===== config.mk =====
export PLATFORM = sky130hd
export DESIGN_NAME = lif_neuron_array
export DESIGN_NICKNAME = d
export VERILOG_FILES = /design/src/rtl/lif_neuron_array.sv
export SDC_FILE = /design/constraint.sdc
export NUM_CORES = 1
export LEC_CHECK = 0
export CORE_UTILIZATION = 30
export DETAILED_ROUTE_END_ITERATION = 6
export DONT_BUFFER_PORTS = 1
export PLACE_DENSITY_LB_ADDON = 0.1
export SETUP_SLACK_MARGIN = 0.02
export SYNTH_ARGS = -nofsm -noshare
export SYNTH_HDL_FRONTEND = slang
export SYNTH_SLANG_ARGS = --single-unit

===== constraint.sdc =====
create_clock -name clk -period 10 [get_ports clk]
set_input_delay 2 -clock clk [delete_from_list [all_inputs] [get_ports clk]]
set_output_delay 2 -clock clk [all_outputs]
set_load 0.01 [all_outputs]

===== src/rtl/lif_neuron_array.sv =====
// Multi-channel leaky integrate-and-fire neuron array with shared threshold and refractory period.
// Optional per-channel spike counters are built when LIF_SPIKE_COUNT_EN is defined.
module lif_neuron_array #(
  parameter int unsigned N_CH  = 4,
  parameter int unsigned WIDTH = 8,
  parameter int unsigned REF_W = 3,
  parameter int unsigned SEL_W = (N_CH > 1) ? $clog2(N_CH) : 1
) (
  input  logic                    clk,
  input  logic                    rst,
  input  logic                    step,
  input  logic [N_CH*WIDTH-1:0]   current,
  input  logic [WIDTH-1:0]        threshold,
  input  logic [2:0]              leak_shift,
  input  logic [REF_W-1:0]        refrac_len,
  input  logic [SEL_W-1:0]        sel,
  output logic [WIDTH-1:0]        state_out,
  output logic [N_CH-1:0]         spike,
  output logic [7:0]              spike_cnt
);

  logic [WIDTH-1:0] pot_q  [N_CH];
  logic [WIDTH-1:0] pot_d  [N_CH];
  logic [REF_W-1:0] ref_q  [N_CH];
  logic [REF_W-1:0] ref_d  [N_CH];
  logic [WIDTH-1:0] leak_v [N_CH];
  logic [WIDTH:0]   sum_v  [N_CH];
  logic [WIDTH-1:0] new_v  [N_CH];
  logic [N_CH-1:0]  spike_d;
  logic [SEL_W-1:0] sel_ch;

  // Out-of-range selects fall back to channel 0.
  always_comb begin
    sel_ch = '0;
    if (32'(sel) < N_CH) begin
      sel_ch = sel;
    end
  end

  always_comb begin
    spike_d = '0;
    for (int i = 0; i < N_CH; i++) begin
      pot_d[i]  = pot_q[i];
      ref_d[i]  = ref_q[i];
      leak_v[i] = (leak_shift == 3'd0) ? '0 : (pot_q[i] >> leak_shift);
      // Extra bit catches overflow so the sum can saturate instead of wrapping.
      sum_v[i]  = {1'b0, pot_q[i] - leak_v[i]} + {1'b0, current[i*WIDTH +: WIDTH]};
      new_v[i]  = sum_v[i][WIDTH] ? '1 : sum_v[i][WIDTH-1:0];
      if (step) begin
        if (ref_q[i] != '0) begin
          ref_d[i] = ref_q[i] - REF_W'(1);
          pot_d[i] = '0;
        end else if (new_v[i] >= threshold) begin
          spike_d[i] = 1'b1;
          pot_d[i]   = '0;
          ref_d[i]   = refrac_len;
        end else begin
          pot_d[i] = new_v[i];
        end
      end
    end
  end

  always_ff @(posedge clk) begin
    if (rst) begin
      for (int i = 0; i < N_CH; i++) begin
        pot_q[i] <= '0;
        ref_q[i] <= '0;
      end
      spike     <= '0;
      state_out <= '0;
    end else begin
      for (int i = 0; i < N_CH; i++) begin
        pot_q[i] <= pot_d[i];
        ref_q[i] <= ref_d[i];
      end
      spike     <= spike_d;
      state_out <= pot_q[sel_ch];
    end
  end

`ifdef LIF_SPIKE_COUNT_EN
  logic [7:0] cnt_q [N_CH];
  logic [7:0] cnt_d [N_CH];

  always_comb begin
    for (int i = 0; i < N_CH; i++) begin
      cnt_d[i] = cnt_q[i];
      if (spike_d[i] && (cnt_q[i] != 8'hff)) begin
        cnt_d[i] = cnt_q[i] + 8'd1;
      end
    end
  end

  always_ff @(posedge clk) begin
    if (rst) begin
      for (int i = 0; i < N_CH; i++) begin
        cnt_q[i] <= '0;
      end
      spike_cnt <= '0;
    end else begin
      for (int i = 0; i < N_CH; i++) begin
        cnt_q[i] <= cnt_d[i];
      end
      spike_cnt <= cnt_q[sel_ch];
    end
  end
`else
  assign spike_cnt = 8'd0;
`endif

endmodule


==> results.json <==
{
  "ys_ff_latch": 56,
  "fin_skew_ps": 7.94,
  "post-route-min-period_ps": 7080,
  "routed_wl_mm": 18.6,
  "required_ps": 10250,
  "num-fill-cells": 2165,
  "grt_max_degree": 33,
  "fin_cells": 1009,
  "synth.area.top_cells": "ha_1 (20%), dfxtp_1 (18%), o21ai_0 (3.9%)",
  "path_clk_slew_ps": 80,
  "cts_buffers": 5,
  "portBuffers": 0,
  "gr-usage-met2_pct": 29.3,
  "path_class": "in2reg",
  "die_h_um": 147,
  "syn_area_um2": 6340,
  "ctsHoldBuffers": 0,
  "finalSetupTns_ps": 0,
  "start_util_pct": 31.0,
  "finalCritPeriodShare_pct": 70.8,
  "coreArea_um2": 20500,
  "drt-vias-per-instance": 5.35,
  "hold_viol_final": 0,
  "antenna_found_initial": 0,
  "grt_pass1_vias": 5365,
  "nNetsFinal": 897,
  "seq_area_um2": 1120,
  "synth_most_common_cell": "ha_1",
  "worst_hold_startpoint": "ref_q[2][0]$_SDFFE_PP0P_",
  "cp-end-kind": "flip-flop",
  "timing.rr.start": "pot_q[0][4]$_SDFFE_PP0P_",
  "synth_cell_types": 67,
  "synth_cells": 754,
  "cts_resized": 0,
  "ios": 71,
  "holdPathStages": 2,
  "ant_nets": 0,
  "r2r_end": "pot_q[0][5]$_SDFFE_PP0P_",
  "rows": 52,
  "cts_tree": "done",
  "fmax_ghz": 0.141,
  "grtUsageTotal_pct": 17.5,
  "drive_gt1_share_pct": 6.22,
  "ff2ff_path_depth": 22,
  "hold_class": "reg2reg",
  "critPathLaunchType": "input port",
  "synth_area_leader_cell": "ha_1",
  "r2r_slack_ps": 4620,
  "dr.pass1.iters": 4,
  "root_buffer": "clkbuf_16",
  "gp_congestion": 0.823,
  "min_to": "ref_q[2][0]$_SDFFE_PP0P_",
  "dieArea_um2": 21700,
  "post_cts_buffers": 0,
  "synth_edf_count": 0,
  "diodes": 0,
  "areaGrowthSynthToFinish_pct": 5.86,
  "avgSynthCellArea_um2": 8.41,
  "use_met1_pct": 23.2,
  "drc": 0,
  "worst_pin_slew_ps": 748,
  "clkSinkCount": 56,
  "overflow": 0,
  "ys.flop_type": "dfxtp_1",
  "met3_usage_pct": 2.81,
  "drv_cap": 0,
  "synth.top_cell.area_share_pct": 19.7,
  "drtIter0Drc": 259,
  "grt_pass1_wl_mm": 29.6,
  "htreeDepth": 2,
  "status": "complete, no violations",
  "finalSetupViolCount": 0,
  "ys_warn_count": 0,
  "async_reset_ff_share_pct": 0,
  "top_usage_layer": "met2",
  "vias": 5399,
  "slew_viol_final": 0,
  "multiInputGateArea_um2": 4920,
  "hpwlAfterDp_mm": 15.2,
  "max-clock-path-buffers": 2,
  "rsz0062_at_grt": "false",
  "die_w_um": 147,
  "wl_per_cell_um": 18.4,
  "crit_arrival_ps": 7330,
  "yosysSeqAreaShare_pct": 17.7,
  "path_max_fanout": 32,
  "clk_latency_ps": 310,
  "synth_common_cells": "ha_1 (100), nor2_1 (63), dfxtp_1 (56), o21ai_0 (50), inv_1 (46)",
  "dp_cells": 1001,
  "relSlewSlack_pct": 50.0
}
## how the worst max path moves through the flow
| stage | from | endpoint | depth (start not counted) |
|---|---|---|---|
| global placement | leak_shift[1] | pot_q[0][5]$_SDFFE_PP0P_ | 22 |
| floorplan | leak_shift[0] | pot_q[1][7]$_SDFFE_PP0P_ | 26 |
| global route | leak_shift[1] | pot_q[0][6]$_SDFFE_PP0P_ | 22 |
| CTS | leak_shift[1] | pot_q[0][6]$_SDFFE_PP0P_ | 22 |
| detailed placement | leak_shift[1] | pot_q[0][7]$_SDFFE_PP0P_ | 22 |
| finish | leak_shift[1] | pot_q[0][5]$_SDFFE_PP0P_ | 22 |
## cell type report
| type | count | share of cell area, % |
|---|---|---|
| well taps | 270 | 5.03 |
| clock buffers | 5 | 1.86 |
| inverters | 47 | 2.63 |
| repair buffers | 2 | 0.224 |
| multi-input cells | 626 | 73.2 |
| flip-flops and latches | 56 | 16.7 |
| clock inverters | 3 | 0.335 |
## state kept, by name, summed over array words and instances (netlist names)
| signal | count |
|---|---|
| state_out | 8 |
| ref_q | 12 |
| pot_q | 32 |
| spike | 4 |
## cell families (layout without fill, tap and decap cells)
kind of cell	after synthesis	in the layout	share of synthesized area, %
multiplexers	33	33	7.36
AO/OA/AOI/OAI	233	233	26.2
AND/OR/NAND/NOR	209	209	16.4
XOR/XNOR	35	35	4.83
other	1	8	0.0591
buffers and inverters	79	57	5.27
adder cells (fa/ha/maj)	108	108	22.2
flip-flops	56	56	17.7
## per-layer routing
| metal | vias up | routed length [um] |
|---|---|---|
| met5 | - | 0 |
| met1 | 2539 | 8660 |
| met2 | 108 | 8740 |
| met3 | 18 | 816 |
| met4 | 0 | 371 |
| li1 | 2734 | - |
## placed cells by master, fill, tap and decap left out, types with 9 or more instances in the layout
cell,count
xnor2_1,27
mux4_2,10
a21o_1,16
a21oi_1,39
dfxtp_1,56
nor2b_1,29
nand2b_1,18
a22o_1,28
o21a_1,11
nand3_1,13
o21ai_0,50
o21bai_1,9
mux2_2,9
nor3_1,17
a22oi_1,9
a211oi_1,12
nor2_1,62
nand2_1,39
ha_1,100
inv_1,46
mux2i_1,14
## worst max-delay path: stages
cell	delay, ps
nor2b_1	600
a221o_1	280
o21a_1	130
ha_1	160
inv_1	50
fa_1	400
a21o_1	180
a21oi_1	210
o21bai_1	80
a21oi_1	180
xnor2_1	190
ha_1	340
a211oi_1	340
a21oi_2	160
or2_1	280
ha_1	300
a21oi_1	140
o21ai_0	120
a21oi_1	510
nand3_1	210
inv_1	270
a22o_1	170
## metrics by stage
step	util (%)	worst slack (ps)	instance area [um^2]	hold slack (ps)
6_report	32.8	2920	6720	477
4_1_cts	32.8	2910	6720	477
5_1_grt	32.8	2570	6720	500
3_3_place_gp	32.0	2740	6570	456
3_5_place_dp	32.0	2620	6570	465
2_1_floorplan	-	3410	6370	441
Power is not shown: default switching activity piles up to over one toggle a cycle in this logic, so the estimate is an artifact.
